### config.mk
export PLATFORM = sky130hd
export DESIGN_NAME = i2s_receiver_flat
export DESIGN_NICKNAME = d
export VERILOG_FILES = /design/src/rtl/i2s_receiver_if.sv /design/src/rtl/i2s_receiver.sv /design/src/flat_wrapper.sv
export SDC_FILE = /design/constraint.sdc
export NUM_CORES = 1
export LEC_CHECK = 0
export ABC_AREA = 1
export CORE_ASPECT_RATIO = 1.5
export CORE_MARGIN = 1
export CORE_UTILIZATION = 44
export CTS_BUF_LIST = sky130_fd_sc_hd__clkbuf_8
export CTS_CLUSTER_DIAMETER = 80
export DETAILED_ROUTE_END_ITERATION = 10
export DONT_BUFFER_PORTS = 1
export PLACE_DENSITY = 0.56
export SYNTH_ARGS = -nofsm -noshare
export SYNTH_HDL_FRONTEND = slang
export SYNTH_SLANG_ARGS = --single-unit
### constraint.sdc
create_clock -name i_clk -period 4.49 [get_ports i_clk]
set_clock_uncertainty 0.15 [all_clocks]
set_input_delay 1.1225 -clock i_clk [delete_from_list [all_inputs] [get_ports i_clk]]
set_output_delay 1.1225 -clock i_clk [all_outputs]
set_load 0.02 [all_outputs]
### src/rtl/i2s_receiver_if.sv
// I2S receiver bus: serial line inputs plus the valid/ready frame output.
// The master modport is the receiver; the slave modport is the line source / frame consumer.
interface i2s_receiver_if #(
    parameter int WORD_LENGTH = 16
);
    logic                     serial_data;
    logic                     word_select;
    logic [2*WORD_LENGTH-1:0] data;
    logic                     data_valid;
    logic                     data_ready;
    logic                     overrun;
    logic                     frame_error;

    modport master (
        input  serial_data,
        input  word_select,
        input  data_ready,
        output data,
        output data_valid,
        output overrun,
        output frame_error
    );

    modport slave (
        output serial_data,
        output word_select,
        output data_ready,
        input  data,
        input  data_valid,
        input  overrun,
        input  frame_error
    );
endinterface

### src/rtl/i2s_receiver.sv
// I2S receiver: assembles {left, right} frames, MSB first, one-bit delay after each word_select edge.
// Define I2S_RECEIVER_ERROR_FLAGS_EN to make the sticky overrun / frame_error flags live.
module i2s_receiver #(
    parameter int WORD_LENGTH = 16
) (
    input logic           i_clk,
    input logic           i_rst,
    i2s_receiver_if.master bus
);
    localparam int CW = $clog2(WORD_LENGTH) + 1;
    localparam logic [CW-1:0] LP_FULL = CW'(WORD_LENGTH);
    localparam logic [CW-1:0] LP_LAST = CW'(WORD_LENGTH - 1);

    typedef enum logic [1:0] {
        ST_SYNC,
        ST_LEFT,
        ST_RIGHT
    } state_t;

    state_t                   r_state;
    logic                     r_ws_q;
    logic [CW-1:0]            r_cnt;
    logic [WORD_LENGTH-1:0]   r_sh;
    logic [WORD_LENGTH-1:0]   r_left_hold;
    logic [2*WORD_LENGTH-1:0] r_data;
    logic                     r_data_valid;

    state_t                   w_state_next;
    logic [CW-1:0]            w_cnt_next;
    logic [WORD_LENGTH-1:0]   w_sh_next;
    logic [WORD_LENGTH-1:0]   w_left_next;
    logic [WORD_LENGTH-1:0]   w_sh_shift;
    logic                     w_fall;
    logic                     w_rise;
    logic                     w_edge;
    logic                     w_complete;
    logic                     w_load;

    assign w_fall     = r_ws_q & ~bus.word_select;
    assign w_rise     = ~r_ws_q & bus.word_select;
    assign w_edge     = w_fall | w_rise;
    assign w_sh_shift = {r_sh[WORD_LENGTH-2:0], bus.serial_data};

    always_ff @(posedge i_clk) begin
        if (i_rst) begin
            r_state     <= ST_SYNC;
            r_ws_q      <= 1'b0;
            r_cnt       <= '0;
            r_sh        <= '0;
            r_left_hold <= '0;
        end else begin
            r_state     <= w_state_next;
            r_ws_q      <= bus.word_select;
            r_cnt       <= w_cnt_next;
            r_sh        <= w_sh_next;
            r_left_hold <= w_left_next;
        end
    end

    always_comb begin
        w_state_next = r_state;
        w_cnt_next   = r_cnt;
        w_sh_next    = r_sh;
        w_left_next  = r_left_hold;
        w_complete   = 1'b0;
        case (r_state)
            ST_SYNC: begin
                if (w_fall) begin
                    w_state_next = ST_LEFT;
                    w_cnt_next   = '0;
                end
            end
            ST_LEFT: begin
                if (w_edge) begin
                    w_cnt_next = '0;
                    // Short word: fall restarts the left word, rise loses sync.
                    if (r_cnt < LP_LAST) begin
                        w_state_next = w_fall ? ST_LEFT : ST_SYNC;
                    end else if (w_rise) begin
                        if (r_cnt == LP_LAST) begin
                            w_sh_next   = w_sh_shift;
                            w_left_next = w_sh_shift;
                        end
                        w_state_next = ST_RIGHT;
                    end else begin
                        w_state_next = ST_LEFT;
                    end
                end else if (r_cnt < LP_FULL) begin
                    w_sh_next  = w_sh_shift;
                    w_cnt_next = r_cnt + CW'(1);
                    if (r_cnt == LP_LAST) begin
                        w_left_next = w_sh_shift;
                    end
                end
            end
            ST_RIGHT: begin
                if (w_edge) begin
                    w_cnt_next = '0;
                    if (r_cnt < LP_LAST) begin
                        w_state_next = w_fall ? ST_LEFT : ST_SYNC;
                    end else if (w_fall) begin
                        if (r_cnt == LP_LAST) begin
                            w_sh_next  = w_sh_shift;
                            w_complete = 1'b1;
                        end
                        w_state_next = ST_LEFT;
                    end else begin
                        w_state_next = ST_SYNC;
                    end
                end else if (r_cnt < LP_FULL) begin
                    // Right word completes on its own count; the line may idle high.
                    w_sh_next  = w_sh_shift;
                    w_cnt_next = r_cnt + CW'(1);
                    if (r_cnt == LP_LAST) begin
                        w_complete = 1'b1;
                    end
                end
            end
            default: begin
                w_state_next = ST_SYNC;
                w_cnt_next   = '0;
            end
        endcase
    end

    assign w_load = w_complete & (~r_data_valid | bus.data_ready);

    always_ff @(posedge i_clk) begin
        if (i_rst) begin
            r_data       <= '0;
            r_data_valid <= 1'b0;
        end else if (w_load) begin
            r_data       <= {r_left_hold, w_sh_next};
            r_data_valid <= 1'b1;
        end else if (bus.data_ready) begin
            r_data_valid <= 1'b0;
        end
    end

    assign bus.data       = r_data;
    assign bus.data_valid = r_data_valid;

`ifdef I2S_RECEIVER_ERROR_FLAGS_EN
    logic r_overrun;
    logic r_frame_error;
    logic w_short;
    logic w_drop;

    assign w_short = (r_state != ST_SYNC) & w_edge & (r_cnt < LP_LAST);
    assign w_drop  = w_complete & r_data_valid & ~bus.data_ready;

    always_ff @(posedge i_clk) begin
        if (i_rst) begin
            r_overrun     <= 1'b0;
            r_frame_error <= 1'b0;
        end else begin
            if (w_drop) begin
                r_overrun <= 1'b1;
            end
            if (w_short) begin
                r_frame_error <= 1'b1;
            end
        end
    end

    assign bus.overrun     = r_overrun;
    assign bus.frame_error = r_frame_error;
`else
    assign bus.overrun     = 1'b0;
    assign bus.frame_error = 1'b0;
`endif
endmodule

### src/flat_wrapper.sv
// flat-port wrapper written by rule: the top's interface ports become plain ports
module i2s_receiver_flat 
#(
    parameter int WORD_LENGTH = 16
)
  (i_clk, i_rst, bus_serial_data, bus_word_select, bus_data_ready, bus_data, bus_data_valid, bus_overrun, bus_frame_error);
  i2s_receiver_if #(.WORD_LENGTH(WORD_LENGTH)) bus_i ();
  input logic i_clk;
  input logic i_rst;
  input wire logic [$bits(bus_i.serial_data)-1:0] bus_serial_data;
  input wire logic [$bits(bus_i.word_select)-1:0] bus_word_select;
  input wire logic [$bits(bus_i.data_ready)-1:0] bus_data_ready;
  output wire logic [$bits(bus_i.data)-1:0] bus_data;
  output wire logic [$bits(bus_i.data_valid)-1:0] bus_data_valid;
  output wire logic [$bits(bus_i.overrun)-1:0] bus_overrun;
  output wire logic [$bits(bus_i.frame_error)-1:0] bus_frame_error;
  assign bus_i.serial_data = bus_serial_data;
  assign bus_i.word_select = bus_word_select;
  assign bus_i.data_ready = bus_data_ready;
  assign bus_data = bus_i.data;
  assign bus_data_valid = bus_i.data_valid;
  assign bus_overrun = bus_i.overrun;
  assign bus_frame_error = bus_i.frame_error;
  i2s_receiver #(.WORD_LENGTH(WORD_LENGTH)) u_core (.i_clk(i_clk), .i_rst(i_rst), .bus(bus_i));
endmodule
==> run summary, run 1 <==
die height: 119 um
Avg Inst Size Synth: 6.37 um2
maximum fanout along the worst path: 32
Starting Density: 45.1%
cts bufs inserted: 9
Vias: 3679
FMAX: 339 MHz
max-cap viol count: 0
hpwl dp: 6.58 mm
htree depth: 3
post-synthesis sequential area ratio: 36.7%
R2R Setup Slk: 1.54 ns
Final Cycle Share: 65.7%
largest net degree at the start of global routing: 42
R2R depth: 11
run status: finished, final reports clean
clock sinks: 73
Rows: 42
final WL: 9.91 mm
gr ovfl total: 0
TritonCTS clock tree: built
worst slew pin tran: 1.03 ns
tightest hold margin: 0.301 ns
DP Area: 0.00393 mm2
Syn-to-layout area delta: 4.46%
crit path kind: reg -> reg
CP arrival: 3.06 ns
Routed WL per cell: 13.8 um
VDD IR max: 0.172 mV
initial antenna violation count: 0
Root Driver: clkbuf_8
Routability Congestion: 0.863
layout net count: 617
Mapped Area: 0.00398 mm2
Distinct cells, synth: 31
post-route minimum period: 2.95 ns
starting DRC count in detailed routing: 277
Inserted Diodes: 0
TNS Setup: 0 ns
Post-CTS Setup Bufs: 0
vias per std cell: 5.13
hold path depth: 2
Pleak: 1.85 nW
synthesized flop and latch total: 73
global-route wire length before repair: 16.5 mm
Pre-antenna DRT Iters: 5
hold buffers post-CTS: 0
Pwr per Cell Area: 368 mW/mm2
Setup violations, final: 0
fillers: 976
# resized after CTS: 0
die boundary width: 79.7 um
Worst Hold Class: reg -> reg
unrepaired setup endpoints after global routing: no
clk buf depth: 2
DIE AREA: 0.00944 mm2
Reg clk slew, reported paths: 0.08 ns
worst skew pair latency: 0.36 ns
Rel. slew slack: 31.5%
pre-CTS WS: 1.27 ns
Final Slew Violations: 0
# DRC: 0
number of global-route vias before repair: 3362
share of post-route cells with drive strength above 1: 5.93%
core area: 0.00883 mm2
I/O Pins: 40
Antenna Nets Post-Route: 0
final instance area: 0.00416 mm2
synthesized instance count: 625
YS warnings: 0
Final Hold Viols: 0
Critical Path RT: 4.60 ns
final setup margin: 1.54 ns
port bufs: 0
CP endpoint kind: register
type of origin of the critical path: register
all-layer global routing usage: 22.6%
power by group:
| group | leakage [nW] | internal [W] | total [W] | switching [W] |
|---|---|---|---|---|
| Clock | 0.113 | 0.000330 | 0.000589 | 0.000260 |
| Sequential | 0.590 | 0.000671 | 0.000706 | 0.0000353 |
| Combinational | 1.15 | 0.0000694 | 0.000233 | 0.000164 |
worst max-delay path: stages, from the launching register on:
cell and delay [ns]:
dfxtp_1 0.41, ha_1 0.20, nand2_1 0.05, inv_1 0.07, nand2_1 0.09, inv_1 0.10
ha_1 0.84, nand3_4 0.12, inv_2 0.50, nand3_1 0.17, nand2_1 0.10, inv_1 0.04
cell usage in the layout, fill, tap and decap left out, types with 8 or more instances in the layout:
| master | n |
|---|---|
| o21ai_0 | 40 |
| clkbuf_8 | 10 |
| dfxtp_1 | 73 |
| a21oi_1 | 53 |
| ha_1 | 10 |
| nand2_1 | 215 |
| inv_1 | 60 |
| nand3_1 | 26 |
| nor2_1 | 76 |
| o211ai_1 | 8 |
state kept, by name, indices dropped and copies added (netlist names):
register,cells
u_core.bus.data,32
u_core.r_left_hold,16
u_core.r_sh,16
u_core.r_cnt,5
u_core.r_state,2
u_core.bus.data_valid,1
u_core.r_ws_q,1
metrics by stage:
stage               power (W)  util [%]  instances
detailed placement   0.000953      44.5        701
CTS                   0.00155      47.1        717
finish                0.00153      47.1        717
floorplan            0.000899         -        626
global route          0.00161      47.1        717
global placement     0.000950      44.5        701
Yosys cell counts, drive strengths merged:
cell type,count,share of area (%)
a221oi,1,0.22
o21ai,41,5.2
a2bb2oi,1,0.22
clkinv,1,0.13
nand4,4,0.79
buf,23,3.9
conb,1,0.094
ha,10,3.1
dfxtp,73,37
nor4,1,0.31
nand3,29,4.2
nand2,218,21
a211oi,2,0.38
a32oi,1,0.22
inv,63,5.9
o221a,1,0.28
a21oi,56,7.3
o211ai,8,1.5
clkbuf,15,1.4
nor2,76,7.2
layout make-up:
cell class,count,area [um2],share of cell area (%)
multi-input cells,451,2070,49.7
flip-flops and latches,73,1460,35.1
inverters,64,241,5.81
clock buffers,10,138,3.31
well taps,110,138,3.31
clock inverters,6,90.1,2.17
repair buffers,3,22.5,0.542
cells by family (layout without fill, tap and decap cells):
kind of cell / after synthesis / count (layout) / share of synthesized area (%)
and+or+nand+nor: 328 / 328 / 33.2
DFF: 73 / 73 / 36.7
adders and majority gates: 10 / 10 / 3.14
buffers and inverters: 102 / 83 / 11.4
other: 1 / 2 / 0.0942
AOI/OAI and AO/OA: 111 / 111 / 15.4
metal layers:
metal  part of all wire (%)  global-route usage, %  vias to the layer above
li1                       -                      -                     1914
met1                     43                   26.7                     1643
met2                     50                   38.7                      101
met3                    4.5                   4.02                       21
met4                    2.8                   10.5                        0
met5                      0                      0                        -
final timing paths:
check                                      endpoint             startpoint
worst max register to register   u_core.bus.data[5]        u_core.r_cnt[0]
worst min register to register  u_core.bus.data[24]  u_core.r_left_hold[8]
worst min-delay path            u_core.bus.data[24]  u_core.r_left_hold[8]
worst max-delay path             u_core.bus.data[5]        u_core.r_cnt[0]
No activity file was read; power rests on OpenSTA's default activity.
==> inputs of run 2 (changes only) <==
PLACE_DENSITY = 0.58   (was 0.56)
clock period = 2.4 ns   (was 4.49 ns; I/O delays follow)
==> run 2 against run 1 <==
Against the previous run:
- power increased by 84%
- non-clock buffer count rose by 16
- largest power group unchanged
- highest routed layer unchanged
- via count grew 1.7%
- combinational power grew 100%
- critical endpoint is now u_core.bus.data[6]
- first-iteration DRC count fell by 41%
- global-route usage is 0.89 points higher
- setup slack worse by 1.3 ns
- final cell count grew 2.2%
==> run summary, run 2 (same netlist as run 1, synthesis figures left out) <==
run status: finished, final reports clean (unchanged)
VDD IR max: 0.375 mV (was 0.172 mV)
RR Startpoint: u_core.r_cnt[0] (unchanged)
Pre-antenna DRT Iters: 4 (was 5)
Syn-to-layout area delta: 8.27% (was 4.46%)
gr ovfl total: 0 (unchanged)
hpwl dp: 6.91 mm (was 6.58 mm)
fillers: 947 (was 976)
WHS Endpoint: u_core.r_sh[7] (was u_core.bus.data[24])
Setup violations, final: 0 (unchanged)
Pwr per Cell Area: 654 mW/mm2 (was 368 mW/mm2)
pre-CTS WS: 0.171 ns (was 1.27 ns)
tightest hold margin: 0.150 ns (was 0.301 ns)
port bufs: 0 (unchanged)
Antenna Nets Post-Route: 0 (unchanged)
die boundary width: 79.7 um (unchanged)
R2R Path End: u_core.bus.data[6] (was u_core.bus.data[5])
Routed WL per cell: 14.0 um (was 13.8 um)
final setup margin: 0.236 ns (was 1.54 ns)
max reg flops: 32 (unchanged)
initial antenna violation count: 0 (unchanged)
TNS Setup: 0 ns (unchanged)
vias per std cell: 5.11 (was 5.13)
Post-CTS Setup Bufs: 0 (unchanged)
largest net degree at the start of global routing: 41 (was 42)
final instance area: 0.00431 mm2 (was 0.00416 mm2)
# placed instances: 717 (was 701)
hold path depth: 1 (was 2)
Routability Congestion: 0.867 (was 0.863)
htree depth: 3 (unchanged)
die height: 119 um (unchanged)
commonest cells after routing, fill and taps aside: nand2_1 (215), nor2_1 (76), dfxtp_1 (73) (unchanged)
hold wc startpoint: i_rst (was u_core.r_left_hold[8])
Reg clk slew, reported paths: 0.08 ns (about the same)
I/O Pins: 40 (unchanged)
Starting Density: 45.1% (unchanged)
all-layer global routing usage: 23.5% (was 22.6%)
CP arrival: 2.32 ns (was 3.06 ns)
maximum fanout along the worst path: 28 (was 32)
Final Slew Violations: 0 (unchanged)
final WL: 10.2 mm (was 9.91 mm)
Root Driver: clkbuf_8 (unchanged)
TritonCTS clock tree: built (unchanged)
share of post-route cells with drive strength above 1: 8.35% (was 5.93%)
CP endpoint kind: register (unchanged)
DP Area: 0.00410 mm2 (was 0.00393 mm2)
DIE AREA: 0.00944 mm2 (unchanged)
FMAX: 462 MHz (was 339 MHz)
# resized after CTS: 0 (unchanged)
hold buffers post-CTS: 0 (unchanged)
core area: 0.00883 mm2 (unchanged)
Pleak: 1.94 nW (was 1.85 nW)
clock sinks: 73 (unchanged)
Worst Hold Class: in -> reg (was reg -> reg)
starting DRC count in detailed routing: 163 (was 277)
max-cap viol count: 0 (unchanged)
Rows: 42 (unchanged)
clk buf depth: 2 (unchanged)
crit path kind: reg -> reg (unchanged)
Final Hold Viols: 0 (unchanged)
Vias: 3742 (was 3679)
layout net count: 633 (was 617)
unrepaired setup endpoints after global routing: no (unchanged)
post-route minimum period: 2.16 ns (was 2.95 ns)
cts bufs inserted: 9 (unchanged)
# DRC: 0 (unchanged)
global-route wire length before repair: 16.9 mm (was 16.5 mm)
fin cells: 733 (was 717)
Final Cycle Share: 90.2% (was 65.7%)
type of origin of the critical path: register (unchanged)
Inserted Diodes: 0 (unchanged)
commonest non-fill, non-tap cell in the layout: nand2_1 (unchanged)
Critical Path RT: 2.55 ns (was 4.60 ns)
R2R depth: 15 (was 11)
R2R Setup Slk: 0.24 ns (was 1.54 ns)
worst skew pair latency: 0.36 ns (about the same)
number of global-route vias before repair: 3492 (was 3362)
==> run 2: critical path: stages (launching register included) <==
cell,delay [ns]
dfxtp_1,0.41
ha_1,0.19
nand2_1,0.05
inv_1,0.07
nand2_1,0.08
inv_1,0.09
ha_2,0.24
buf_12,0.18
nand2_1,0.07
o21ai_0,0.10
nand3_1,0.10
nand2_1,0.07
nand2_1,0.05
nand2_1,0.06
nand2_1,0.06
a21oi_1,0.12
==> run 2: area by class of cell <==
class                           instances  area (um2)  share of cell area, %
Multi-Input combinational cell        451        2070                   48.0
Sequential cell                        73        1460                   33.9
Inverter                               64         241                   5.60
Timing Repair Buffer                   19         193                   4.47
Clock buffer                           11         151                   3.51
Tap cell                              110         138                   3.19
Clock inverter                          5        55.1                   1.28
==> run 2: routing by layer <==
| layer | share of wire [%] | GRT usage [%] | wire length, um | vias up |
|---|---|---|---|---|
| met5 | 0 | 0 | 0 | - |
| met4 | 1.6 | 9.77 | 166 | 0 |
| met3 | 4.1 | 4.02 | 424 | 12 |
| met2 | 52 | 40.9 | 5300 | 69 |
| met1 | 42 | 27.7 | 4350 | 1720 |
| li1 | - | - | - | 1941 |
==> run 2: how the worst max path moves through the flow <==
stage | slack, ns | depth (start not counted) | end | startpoint
2_1_floorplan | 0.35 | 11 | u_core.bus.data[11] | bus_word_select
3_3_place_gp | 0.21 | 11 | u_core.bus.data[12] | bus_word_select
3_5_place_dp | 0.17 | 11 | u_core.bus.data[13] | bus_word_select
4_1_cts | 0.18 | 15 | u_core.bus.data[6] | u_core.r_cnt[0]
5_1_grt | 0.03 | 15 | u_core.bus.data[13] | u_core.r_cnt[0]
6_report | 0.24 | 15 | u_core.bus.data[6] | u_core.r_cnt[0]
==> run 2: metrics by stage <==
stage	utilization (%)	total power, W
2_1_floorplan	-	0.00168
6_report	48.8	0.00282
3_5_place_dp	46.5	0.00182
3_3_place_gp	46.5	0.00181
4_1_cts	48.8	0.00284
5_1_grt	48.8	0.00296
==> run 2: power breakdown <==
part           leakage (nW)  switching [W]  internal (W)
Combinational          1.24       0.000314      0.000156
Clock                 0.107       0.000487      0.000533
Sequential            0.590      0.0000721       0.00125
Total                  1.94       0.000873       0.00194
==> inputs of run 3 (changes only) <==
CTS_CLUSTER_SIZE = 14   (was not set)
RECOVER_POWER = 50   (was not set)
==> run 3 against run 2 <==
Against the previous run:
- clock-buffer cell count did not move
- via count increased by 1.1%
- wire length fell by 0.87%
- hold slack gained 0.0011 ns
- global-route usage did not move
- critical path depth decreased by 3
- sequential power hardly changed
- combinational power barely moved
- non-clock buffer count stayed put
- largest power group unchanged
- highest routed layer unchanged
==> run summary, run 3 (same netlist as run 1, synthesis figures left out) <==
R2R Path End: u_core.bus.data[10] (was u_core.bus.data[6])
met3 WL post-DR: 570 um (was 424 um)
Inserted Diodes: 0 (unchanged)
initial antenna violation count: 0 (unchanged)
hold path depth: 1 (unchanged)
pre-CTS WS: 0.171 ns (unchanged)
final setup margin: 0.180 ns (was 0.236 ns)
type of origin of the critical path: register (unchanged)
met2 wire length: 5.15 mm (was 5.30 mm)
storage element area: 0.00146 mm2 (unchanged)
R2R Setup Slk: 0.18 ns (was 0.24 ns)
vias per std cell: 5.16 (was 5.11)
cts bufs inserted: 9 (unchanged)
I/O Pins: 40 (unchanged)
layout net count: 633 (unchanged)
Pwr per Cell Area: 657 mW/mm2 (was 654 mW/mm2)
multi-input logic area: 0.00206 mm2 (was 0.00207 mm2)
CP arrival: 2.34 ns (was 2.32 ns)
Met1 Wirelength: 4.26 mm (was 4.35 mm)
run status: finished, final reports clean (unchanged)
hold buffers post-CTS: 0 (unchanged)
number of global-route vias before repair: 3492 (unchanged)
fillers: 953 (was 947)
final WL: 10.2 mm (about the same)
Final Cycle Share: 92.5% (was 90.2%)
slowest CP cell: dfxtp_1 (unchanged)
starting DRC count in detailed routing: 160 (was 163)
max reg flops: 32 (unchanged)
DIE AREA: 0.00944 mm2 (unchanged)
port bufs: 0 (unchanged)
VDD IR max: 0.373 mV (was 0.375 mV)
highest metal used: met4 (unchanged)
unrepaired setup endpoints after global routing: no (unchanged)
Setup violations, final: 0 (unchanged)
share of post-route cells with drive strength above 1: 7.87% (was 8.35%)
FMAX: 450 MHz (was 462 MHz)
max-cap viol count: 0 (unchanged)
clk buf depth: 2 (unchanged)
core area: 0.00883 mm2 (unchanged)
die boundary width: 79.7 um (unchanged)
commonest non-fill, non-tap cell in the layout: nand2_1 (unchanged)
post-route minimum period: 2.22 ns (was 2.16 ns)
gr ovfl total: 0 (unchanged)
R2R depth: 12 (was 15)
all-layer global routing usage: 23.5% (unchanged)
Final Slew Violations: 0 (unchanged)
WHS Endpoint: u_core.r_sh[7] (unchanged)
Reg clk slew, reported paths: 0.08 ns (about the same)
hold wc startpoint: i_rst (unchanged)
Pre-antenna DRT Iters: 4 (unchanged)
Routability Congestion: 0.867 (unchanged)
crit path kind: reg -> reg (unchanged)
power consumption: 0.00281 W (was 0.00282 W)
Worst Hold Class: in -> reg (unchanged)
hpwl dp: 6.91 mm (unchanged)
Vias: 3784 (was 3742)
Antenna Nets Post-Route: 0 (unchanged)
Rows: 42 (unchanged)
Syn-to-layout area delta: 7.64% (was 8.27%)
RR Startpoint: u_core.r_cnt[0] (unchanged)
Starting Density: 45.1% (unchanged)
Critical Path RT: 2.52 ns (was 2.55 ns)
global-route wire length before repair: 16.9 mm (unchanged)
TritonCTS clock tree: built (unchanged)
clock sinks: 73 (unchanged)
crit-path max cell delay: 0.40 ns (was 0.41 ns)
Final Hold Viols: 0 (unchanged)
die height: 119 um (unchanged)
CP endpoint kind: register (unchanged)
maximum fanout along the worst path: 32 (was 28)
Routed WL per cell: 13.8 um (was 14.0 um)
Root Driver: clkbuf_8 (unchanged)
Pleak: 1.93 nW (was 1.94 nW)
commonest cells after routing, fill and taps aside: nand2_1 (216), nor2_1 (76), dfxtp_1 (73) (was nand2_1 (215), nor2_1 (76), dfxtp_1 (73))
worst skew pair latency: 0.36 ns (about the same)
Final Core Density: 48.5% (was 48.8%)
largest net degree at the start of global routing: 41 (unchanged)
CP cell instances: ha_1 -> nand2_1 -> inv_1 -> nand2_1 -> inv_1 -> ha_2 -> nand3_4 -> inv_2 -> clkbuf_4 -> nand3_1 -> nand2_1 -> inv_1 (was ha_1 -> nand2_1 -> inv_1 -> nand2_1 -> inv_1 -> ha_2 -> buf_12 -> nand2_1 -> o21ai_0 -> nand3_1 -> nand2_1 -> nand2_1 -> nand2_1 -> nand2_1 -> a21oi_1)
# DRC: 0 (unchanged)
TNS Setup: 0 ns (unchanged)
htree depth: 3 (unchanged)
## run 3: cell count changes in the layout (fill, tap and decap cells not counted)
cell	delta
nand2_2	-1
buf_12	-1
inv_1	+1
nand4_2	-1
nand4_1	+1
clkbuf_4	+1
clkinv_2	-1
clkbuf_2	+1
buf_4	-1
nand2_1	+1
## run 3: area by class of cell
cell class                      instances  share of cell area (%)
Multi-Input combinational cell        451                    48.1
Inverter                               64                    5.61
Tap cell                              110                    3.21
Clock buffer                           11                    3.53
Timing Repair Buffer                   19                    4.15
Clock inverter                          5                    1.28
Sequential cell                        73                    34.1
## run 3: metal layers
| metal | track usage (%) | up-vias |
|---|---|---|
| met5 | 0 | - |
| met4 | 9.77 | 0 |
| met3 | 4.02 | 13 |
| met2 | 40.9 | 108 |
| met1 | 27.7 | 1723 |
| li1 | - | 1940 |
## run 3: critical path, delay by kind of cell, from the launching register on
kind	cells	cell delay [ns]
and+or+nand+nor	5	0.50
DFF	1	0.40
adders and majority gates	2	0.42
buffers and inverters	5	0.62
## run 3: how the worst max path moves through the flow
stage / from / slack, ns / end
after detailed placement: bus_word_select / 0.17 / u_core.bus.data[13]
final: u_core.r_cnt[0] / 0.18 / u_core.bus.data[10]
after floorplan: bus_word_select / 0.35 / u_core.bus.data[11]
after global routing: u_core.r_cnt[0] / 0.02 / u_core.bus.data[10]
after CTS: u_core.r_cnt[0] / 0.18 / u_core.bus.data[6]
after global placement: bus_word_select / 0.21 / u_core.bus.data[12]
## run 3: where the power goes
group	internal, W	switching, W	total, W
Clock	0.000533	0.000485	0.00102
Combinational	0.000156	0.000313	0.000469
Sequential	0.00125	0.0000710	0.00133
Total	0.00194	0.000869	0.00281
## run 3: timing repair
| item | in CTS | in global routing |
|---|---|---|
| gates resized for setup | 0 | 1 |
| setup endpoints to repair | 0 | 7 |
| buffers inserted | 0 | 0 |
## run 3: through the flow
step                hold slack, ns  instances  instance area [um2]
CTS                          0.134        733                 4310
floorplan                    0.289        626                 3990
finish                       0.151        733                 4290
detailed placement           0.298        717                 4100
global route                 0.138        733                 4290
global placement             0.294        717                 4100
